==> config.mk <==
export PLATFORM = sky130hd
export DESIGN_NAME = controlador_destinos
export DESIGN_NICKNAME = d
export VERILOG_FILES = /design/src/rtl/ascensor_pkg.sv /design/src/rtl/contador_tiempo.sv /design/src/rtl/controlador_destinos.sv
export SDC_FILE = /design/constraint.sdc
export NUM_CORES = 1
export LEC_CHECK = 0
export BUFFER_PORTS_ARGS = -buffer_cell sky130_fd_sc_hd__buf_4
export CAP_MARGIN = 20
export CELL_PAD_IN_SITES_DETAIL_PLACEMENT = 0
export CELL_PAD_IN_SITES_GLOBAL_PLACEMENT = 1
export CORE_MARGIN = 5
export CORE_UTILIZATION = 37
export DETAILED_ROUTE_END_ITERATION = 7
export GPL_TIMING_DRIVEN = 1
export PLACE_DENSITY_LB_ADDON = 0.1
export SLEW_MARGIN = 20
export SYNTH_ARGS = -nofsm -noshare
export SYNTH_HDL_FRONTEND = slang
export SYNTH_SLANG_ARGS = --single-unit
==> constraint.sdc <==
create_clock -name clk -period 1.8 [get_ports clk]
set_input_delay 0.18 -clock clk [delete_from_list [all_inputs] [get_ports clk]]
set_output_delay 0.18 -clock clk [all_outputs]
set_load 0.1 [all_outputs]
==> src/rtl/ascensor_pkg.sv <==
// Shared definitions for the elevator destination sequencer:
// floor codes, reset floor, FSM state enum and counter width helper.
package ascensor_pkg;

    localparam logic [1:0] PISO_MENOS_UNO = 2'b00;
    localparam logic [1:0] PISO_UNO       = 2'b01;
    localparam logic [1:0] PISO_DOS       = 2'b10;
    localparam logic [1:0] PISO_TRES      = 2'b11;
    localparam logic [1:0] PISO_RESET     = PISO_UNO;

    typedef enum logic [2:0] {
        IDLE,
        FETCH,
        MOVE,
        DOOR,
        DONE
    } estado_t;

    // Bits needed to count 0 .. max(a,b)-1.
    function automatic int ancho_contador(input int a, input int b);
        int m;
        m = (a > b) ? a : b;
        return (m < 2) ? 1 : $clog2(m);
    endfunction

endpackage

==> src/rtl/contador_tiempo.sv <==
// Loadable cycle counter with clear and terminal-count flag.
// Ports: clk, rst_n (sync, active low), clr_i, load_i, load_val_i,
//        en_i, limite_i (terminal value), tc_o (count == limite_i).
module contador_tiempo #(
    parameter int W = 8
) (
    input  logic         clk,
    input  logic         rst_n,
    input  logic         clr_i,
    input  logic         load_i,
    input  logic [W-1:0] load_val_i,
    input  logic         en_i,
    input  logic [W-1:0] limite_i,
    output logic         tc_o
);

    logic [W-1:0] cnt_q;
    logic [W-1:0] cnt_d;

    always_comb begin
        cnt_d = cnt_q;
        if (clr_i) begin
            cnt_d = '0;
        end else if (load_i) begin
            cnt_d = load_val_i;
        end else if (en_i) begin
            cnt_d = cnt_q + W'(1);
        end
    end

    always_ff @(posedge clk) begin
        if (!rst_n) begin
            cnt_q <= '0;
        end else begin
            cnt_q <= cnt_d;
        end
    end

    assign tc_o = (cnt_q == limite_i);

endmodule

==> src/rtl/controlador_destinos.sv <==
// Elevator sequencer: walks the destination queue, moves the car one
// floor per TRAVEL_CYCLES toward each entry, then opens the door for
// DOOR_CYCLES. Inputs: clk, rst_n (sync, active low), start,
// destino_in (floor code at address), hold_puerta (only with
// PUERTA_HOLD_EN defined: freezes the door timer). Outputs: address,
// piso_actual, motor_subir, motor_bajar, puerta_abierta, ocupado, fin.
module controlador_destinos
    import ascensor_pkg::*;
#(
    parameter int QUEUE_LEN     = 10,
    parameter int TRAVEL_CYCLES = 50,
    parameter int DOOR_CYCLES   = 100
) (
    input  logic       clk,
    input  logic       rst_n,
    input  logic       start,
`ifdef PUERTA_HOLD_EN
    input  logic       hold_puerta,
`endif
    input  logic [1:0] destino_in,
    output logic [7:0] address,
    output logic [1:0] piso_actual,
    output logic       motor_subir,
    output logic       motor_bajar,
    output logic       puerta_abierta,
    output logic       ocupado,
    output logic       fin
);

    localparam int CW = ancho_contador(TRAVEL_CYCLES, DOOR_CYCLES);
    localparam logic [CW-1:0] LIM_MOVE  = CW'(TRAVEL_CYCLES - 1);
    localparam logic [CW-1:0] LIM_DOOR  = CW'(DOOR_CYCLES - 1);
    localparam logic [7:0]    ADDR_LAST = 8'(QUEUE_LEN - 1);

    estado_t    estado_q, estado_d;
    logic [7:0] addr_q, addr_d;
    logic [1:0] piso_q, piso_d;
    logic [1:0] obj_q, obj_d;

    logic          pausa;
    logic          sube, baja;
    logic          en_move, en_door;
    logic          cnt_en, cnt_clr, cnt_tc;
    logic [CW-1:0] cnt_lim;

`ifdef PUERTA_HOLD_EN
    assign pausa = hold_puerta;
`else
    assign pausa = 1'b0;
`endif

    assign sube    = (obj_q > piso_q);
    assign baja    = (obj_q < piso_q);
    assign en_move = (estado_q == MOVE);
    assign en_door = (estado_q == DOOR);

    // One timer serves both travel and door phases; it is cleared on
    // terminal count and whenever the FSM is outside those phases.
    assign cnt_en  = en_move | (en_door & ~pausa);
    assign cnt_lim = en_move ? LIM_MOVE : LIM_DOOR;
    assign cnt_clr = (cnt_en & cnt_tc) | ~(en_move | en_door);

    contador_tiempo #(
        .W(CW)
    ) u_cnt (
        .clk       (clk),
        .rst_n     (rst_n),
        .clr_i     (cnt_clr),
        .load_i    (1'b0),
        .load_val_i({CW{1'b0}}),
        .en_i      (cnt_en),
        .limite_i  (cnt_lim),
        .tc_o      (cnt_tc)
    );

    always_comb begin
        estado_d = estado_q;
        addr_d   = addr_q;
        piso_d   = piso_q;
        obj_d    = obj_q;
        unique case (estado_q)
            IDLE: begin
                addr_d = '0;
                if (start) begin
                    estado_d = FETCH;
                end
            end
            FETCH: begin
                obj_d    = destino_in;
                estado_d = (destino_in == piso_q) ? DOOR : MOVE;
            end
            MOVE: begin
                if (cnt_tc) begin
                    piso_d = sube ? piso_q + 2'd1 : piso_q - 2'd1;
                    if (piso_d == obj_q) begin
                        estado_d = DOOR;
                    end
                end
            end
            DOOR: begin
                if (cnt_tc && !pausa) begin
                    if (addr_q == ADDR_LAST) begin
                        estado_d = DONE;
                    end else begin
                        addr_d   = addr_q + 8'd1;
                        estado_d = FETCH;
                    end
                end
            end
            DONE: begin
                estado_d = IDLE;
                addr_d   = '0;
            end
            default: begin
                estado_d = IDLE;
                addr_d   = '0;
            end
        endcase
    end

    always_ff @(posedge clk) begin
        if (!rst_n) begin
            estado_q <= IDLE;
            addr_q   <= '0;
            piso_q   <= PISO_RESET;
            obj_q    <= PISO_RESET;
        end else begin
            estado_q <= estado_d;
            addr_q   <= addr_d;
            piso_q   <= piso_d;
            obj_q    <= obj_d;
        end
    end

    assign address        = addr_q;
    assign piso_actual    = piso_q;
    assign motor_subir    = en_move & sube;
    assign motor_bajar    = en_move & baja;
    assign puerta_abierta = en_door;
    assign ocupado        = (estado_q != IDLE);
    assign fin            = (estado_q == DONE);

endmodule

==> Word-level counts from Yosys, hierarchy flattened <==
Cells that the tools add are included.
{ "totals": {"regBits": 22, "inputBits": 5, "output_inout_bits": 15, "word_cells": 51} }
{ "op_classes": {"add_sub_neg": 4, "magnitude_cmp": 2, "n_eq_ne": 13, "n_mux": 12, "n_bitwise": 8, "n_reduce_logical": 7} }
{ "op_table": {"columns": ["cell", "n"], "rows": [
  ["8-bit two-way mux", 2],
  ["8-bit one-hot mux with 2 select lines", 1],
  ["3-bit two-way mux", 5],
  ["3-bit one-hot mux with 4 select lines", 1],
  ["8-bit by 1-bit adder with 8-bit output, second input constant", 1],
  ["8-bit by 4-bit == test with 1-bit output, second input constant", 1],
  ["7-bit by 1-bit adder with 7-bit output, second input constant", 1],
  ["7-bit == test", 1],
  ["7-bit two-way mux", 1],
  ["3-bit by 2-bit == test with 1-bit output, second input constant", 2],
  ["2-bit by 1-bit != test with 1-bit output, second input constant", 3],
  ["2-bit == test", 2],
  ["2-bit != test, second input constant", 2],
  ["4-bit AND reduction", 1],
  ["2-bit OR reduction", 2],
  ["1-bit AND", 3],
  ["3-bit by 1-bit == test with 1-bit output, second input constant", 1],
  ["3-bit == test, second input constant", 1],
  ["3-bit logical NOT", 1],
  ["1-bit NOT", 3],
  ["3-bit AND reduction", 1],
  ["3-bit nonzero test", 1],
  ["2-bit by 1-bit adder with 2-bit output, second input constant", 1],
  ["2-bit greater-than comparator", 1],
  ["other kinds (6)", 7]
]} }

==> Depth between registers and ports, before layout <==
{ "logic_depth": {"word_depth": 6, "ltp_mapped": 7, "depth_no_buf": 7} }

==> By module <==
A second synthesis with hierarchy kept.
{ "unflattened": {"cells_unflattened": 158, "area_unflattened_um2": 1297.5} }
{ "modules_own_cells": {"columns": ["module", "n_inst", "cells_each", "area_per_inst_um2", "seq_area_each_um2"], "rows": [
  ["controlador_destinos", 1, 107, 860.8, 300.3],
  ["contador_tiempo", 1, 51, 436.7, 140.1]
]} }

==> Worst setup path before layout <==
Ideal clock, no wire load.
{ "synth_path": {"path_kind": "reg-to-output", "startpoint": "reg piso_q[1] (netlist: piso_actual[1])", "endpoint": "out motor_bajar", "t_arrival_ns": 3.609, "t_required_ns": 1.620, "path_slack_ns": -1.989, "stages_incl_launch_ff": 5, "n_path_buf": 0, "cell_sequence": "dfxtp_1 inv_1 ha_1 nor2b_1 nor3_1"} }
{ "synth_via": {"elab_chain_cells": 2} }
{ "synth_lines": {"columns": ["element", "line_no", "rtl"], "rows": [
  ["from (decl)", "controlador_destinos.sv:37", "logic [1:0] piso_q, piso_d;"],
  ["from (signal assigned)", "controlador_destinos.sv:130", "piso_q <= piso_d;"],
  ["2-bit < comparator", "controlador_destinos.sv:53", "assign baja = (obj_q < piso_q);"],
  ["1-bit AND", "controlador_destinos.sv:138", "assign motor_bajar = en_move & baja;"],
  ["to (decl)", "controlador_destinos.sv:24", "output logic motor_bajar,"]
]} }
No other way between the ends.

==> Worst setup path after layout <==
{ "layout_path": {"startpoint": "reg estado_q[0]", "endpoint": "reg estado_q[0]"} }
{ "layout_via": {"elab_chain_cells": 5} }
{ "layout_lines": {"columns": ["element", "line_no", "rtl"], "rows": [
  ["from (decl)", "controlador_destinos.sv:35", "estado_t estado_q, estado_d;"],
  ["from (signal assigned)", "controlador_destinos.sv:128", "estado_q <= estado_d;"],
  ["3-bit by 2-bit == test with 1-bit output", "controlador_destinos.sv:54, controlador_destinos.sv:81", null],
  ["7-bit two-way mux", "controlador_destinos.sv:60", "assign cnt_lim = en_move ? LIM_MOVE : LIM_DOOR;"],
  ["7-bit == test", "contador_tiempo.sv:39", "assign tc_o = (cnt_q == limite_i);"],
  ["2-bit by 1-bit != test with 1-bit output (no line)", null, null],
  ["4-bit AND reduction (no line)", null, null]
]} }
Parallel ways exist; a longest one is shown, timed or not.
A chain may end at the register's enable or synchronous reset.

==> impl_metrics.ini <==
[global_route]
grt_pass1_vias = 1236
grt_overflow_total = 0
track_usage_pct = 14.8
grt_pass1_wl_mm = 5.23
antenna_found_initial = 0
grt_max_degree = 14

[die]
core_area_um2 = 3310
rows = 21
die_area_um2 = 4660
ios = 20
die-width_um = 68.3
initial_core_util_pct = 38.0
die_h_um = 68.3

[route]
drt_iter0_markers = 34
wl_met3_um = 150
wirelength_mm = 3.09
wl_met2_mm = 1.58
viasPerCell = 5.10
wl_met1_mm = 1.29
wl_per_cell_um = 13.2
vias = 1193
drc = 0
postRouteAntennaNets = 0
firstDrtPassIters = 4
maxUsedRoutingLayer = met4

[clock_tree]
postCtsHoldBufs = 0
cts_root_buffer = clkbuf_4
cts_sinks = 22
insertion_delay_ps = 310
cts_max_path_buffers = 2
clk_pin_slew_ps = 130
htree_levels = 1
cts_buffers = 3
cts_tree = yes

[timing]
worstMarginPinSlew_ps = 406
setup_viol = 0
relSlewSlack_pct = 72.9
fmax_ghz = 0.558
min_period_ps = 1790
skew_ps = 8.78
hold_viol = 0
holdWs_ps = 85.0
fin_tns_setup_ps = 0
maxSlewViolCount = 0
layout_setup_ws_ps = 7.85
timing.final.crit_share_pct = 99.6
rsz0062_at_grt = true

[place]
place_area_um2 = 1650
hpwl_mm = 2.45
dp_cells = 227
pre_cts_slack_ps = -32.8
portBuffers = 19
gp_congestion = 0.772

[critical_path]
cp.required_ps = 2030
r2r_end = estado_q[0]
worstSetupPathType = flop to flop
critPathMaxFanout = 3
crit_path_end = estado_q[0]
cp-startpoint = estado_q[0]
reg2reg_depth = 5
reg2reg_from = estado_q[0]
crit_path_end_kind = flop
startpoint_type = flop
reg2reg_slack_ps = 8
arrival_ps = 2020

[power]
irDropWorstVdd_mv = 0.400
p_per_area_nw_per_um2 = 792
p_total_mw = 1.45
p_leak_nw = 0.713

[yosys]
syn-instance-count = 149
seq_area_frac_synth_pct = 35.0
synth_edf_count = 0
ys.flop_type = dfxtp_1
synth.area.top_cells = dfxtp_1 35%, or3_1 7.0%, ha_1 5.0%
yosys.area.top_type = dfxtp_1
yosysTopAreaCellShare_pct = 35.0
synthArstFlopShare_pct = 0
synth_cell_types = 40
netlist_area_um2 = 1260
synth-seq-cells = 22
ys_warn_count = 0
syn_area_per_cell_um2 = 8.44
synth_fp_nets = 159

[cells_and_area]
seqCellArea_um2 = 472
drive_gt1_share_pct = 45.2
multi_input_area_um2 = 901
layoutNonFillerInstCount = 234
nFillCells = 323
post-route-util_pct = 55.5
insertedDiodeCount = 0
area_growth_pct = 46.1
nets = 199
finalInstanceArea_um2 = 1840

[worst_hold_path]
hold_path.class = primary input to flop

[run]
drv_cap = 0

[run_status]
status = completed
[registers in the layout, summed over array words and instances, names as in the netlist]
name         flops
address          8
estado_q         3
obj_q            2
piso_actual      2
u_cnt.cnt_q      7
[area by class of cell]
cell class / count / share of cell area (%)
clock buffer: 3 / 1.23
sequential: 22 / 25.7
tap: 46 / 3.13
multi-input combinational: 116 / 49.0
clock inverter: 1 / 1.63
inverter: 7 / 1.43
timing repair buffer: 39 / 17.8
[cells in the final DEF, fill, tap and decap left out, drive strengths merged, types with 5 or more instances in the layout]
cell / instances
o21ai: 13
nand2: 9
or3: 14
dfxtp: 22
nor2: 12
inv: 7
ha: 5
nor3: 5
xor2: 6
a21oi: 11
buf: 39
nand3: 6
xnor2: 5
[Yosys cell counts (2+ instances only)]
cell type	n
o21ai_0	11
ha_1	5
o21ai_1	2
or4_1	2
nand2b_1	2
nand2_1	8
nand4_1	3
a21oi_1	11
or3_1	14
clkbuf_1	2
o31ai_1	2
inv_1	7
nor2_1	12
nand3_1	6
xor2_1	6
nor3_1	4
nand3b_1	2
dfxtp_1	22
nor2b_1	3
xnor2_1	5
[critical path, cell delays in order, from the launching register on]
cell	delay, ps
dfxtp_2	370
nor3b_4	260
mux2i_4	320
nand2_2	110
or3_4	380
a221oi_2	270
[worst min-delay path by stage]
stage	startpoint	endpoint	slack [ps]	cells past startpoint
after floorplan	rst_n	piso_actual[0]	250	1
after global placement	rst_n	piso_actual[0]	410	2
after detailed placement	rst_n	piso_actual[0]	410	2
after CTS	rst_n	piso_actual[0]	70	2
after global routing	rst_n	piso_actual[0]	70	2
final	rst_n	piso_actual[0]	90	2
[logic make-up (layout without fill, tap and decap cells)]
group	count (synthesis)	count (layout)	synth area share, %
AOI/OAI and AO/OA	34	34	16.6
xor gates and xnor gates	11	11	7.66
adders and majority gates	5	5	4.98
buffers and inverters	11	50	3.88
DFF	22	22	35.0
muxes	2	2	2.59
and+or+nand+nor	64	64	29.3
[power breakdown]
| part | internal, mW | switching [mW] | leakage (nW) | total [mW] |
|---|---|---|---|---|
| Combinational | 0.235 | 0.322 | 0.499 | 0.557 |
| Clock | 0.225 | 0.156 | 0.0279 | 0.381 |
| Sequential | 0.501 | 0.0152 | 0.186 | 0.516 |
| Total | 0.961 | 0.493 | 0.713 | 1.45 |
[routing by layer]
layer  GRT usage (%)  vias to the layer above
met4            6.70                        0
met1            16.1                      543
met3            2.63                        6
li1                -                      613
met5               0                        -
met2            27.4                       31
[repair_timing]
item / in CTS / in global routing
endpoints found under the setup margin: 10 / 14
gates resized for setup: 11 / 18
setup buffers: 1 / 2
pin swaps: 4 / 9
Note: power is estimated with default switching activity, not from simulation.
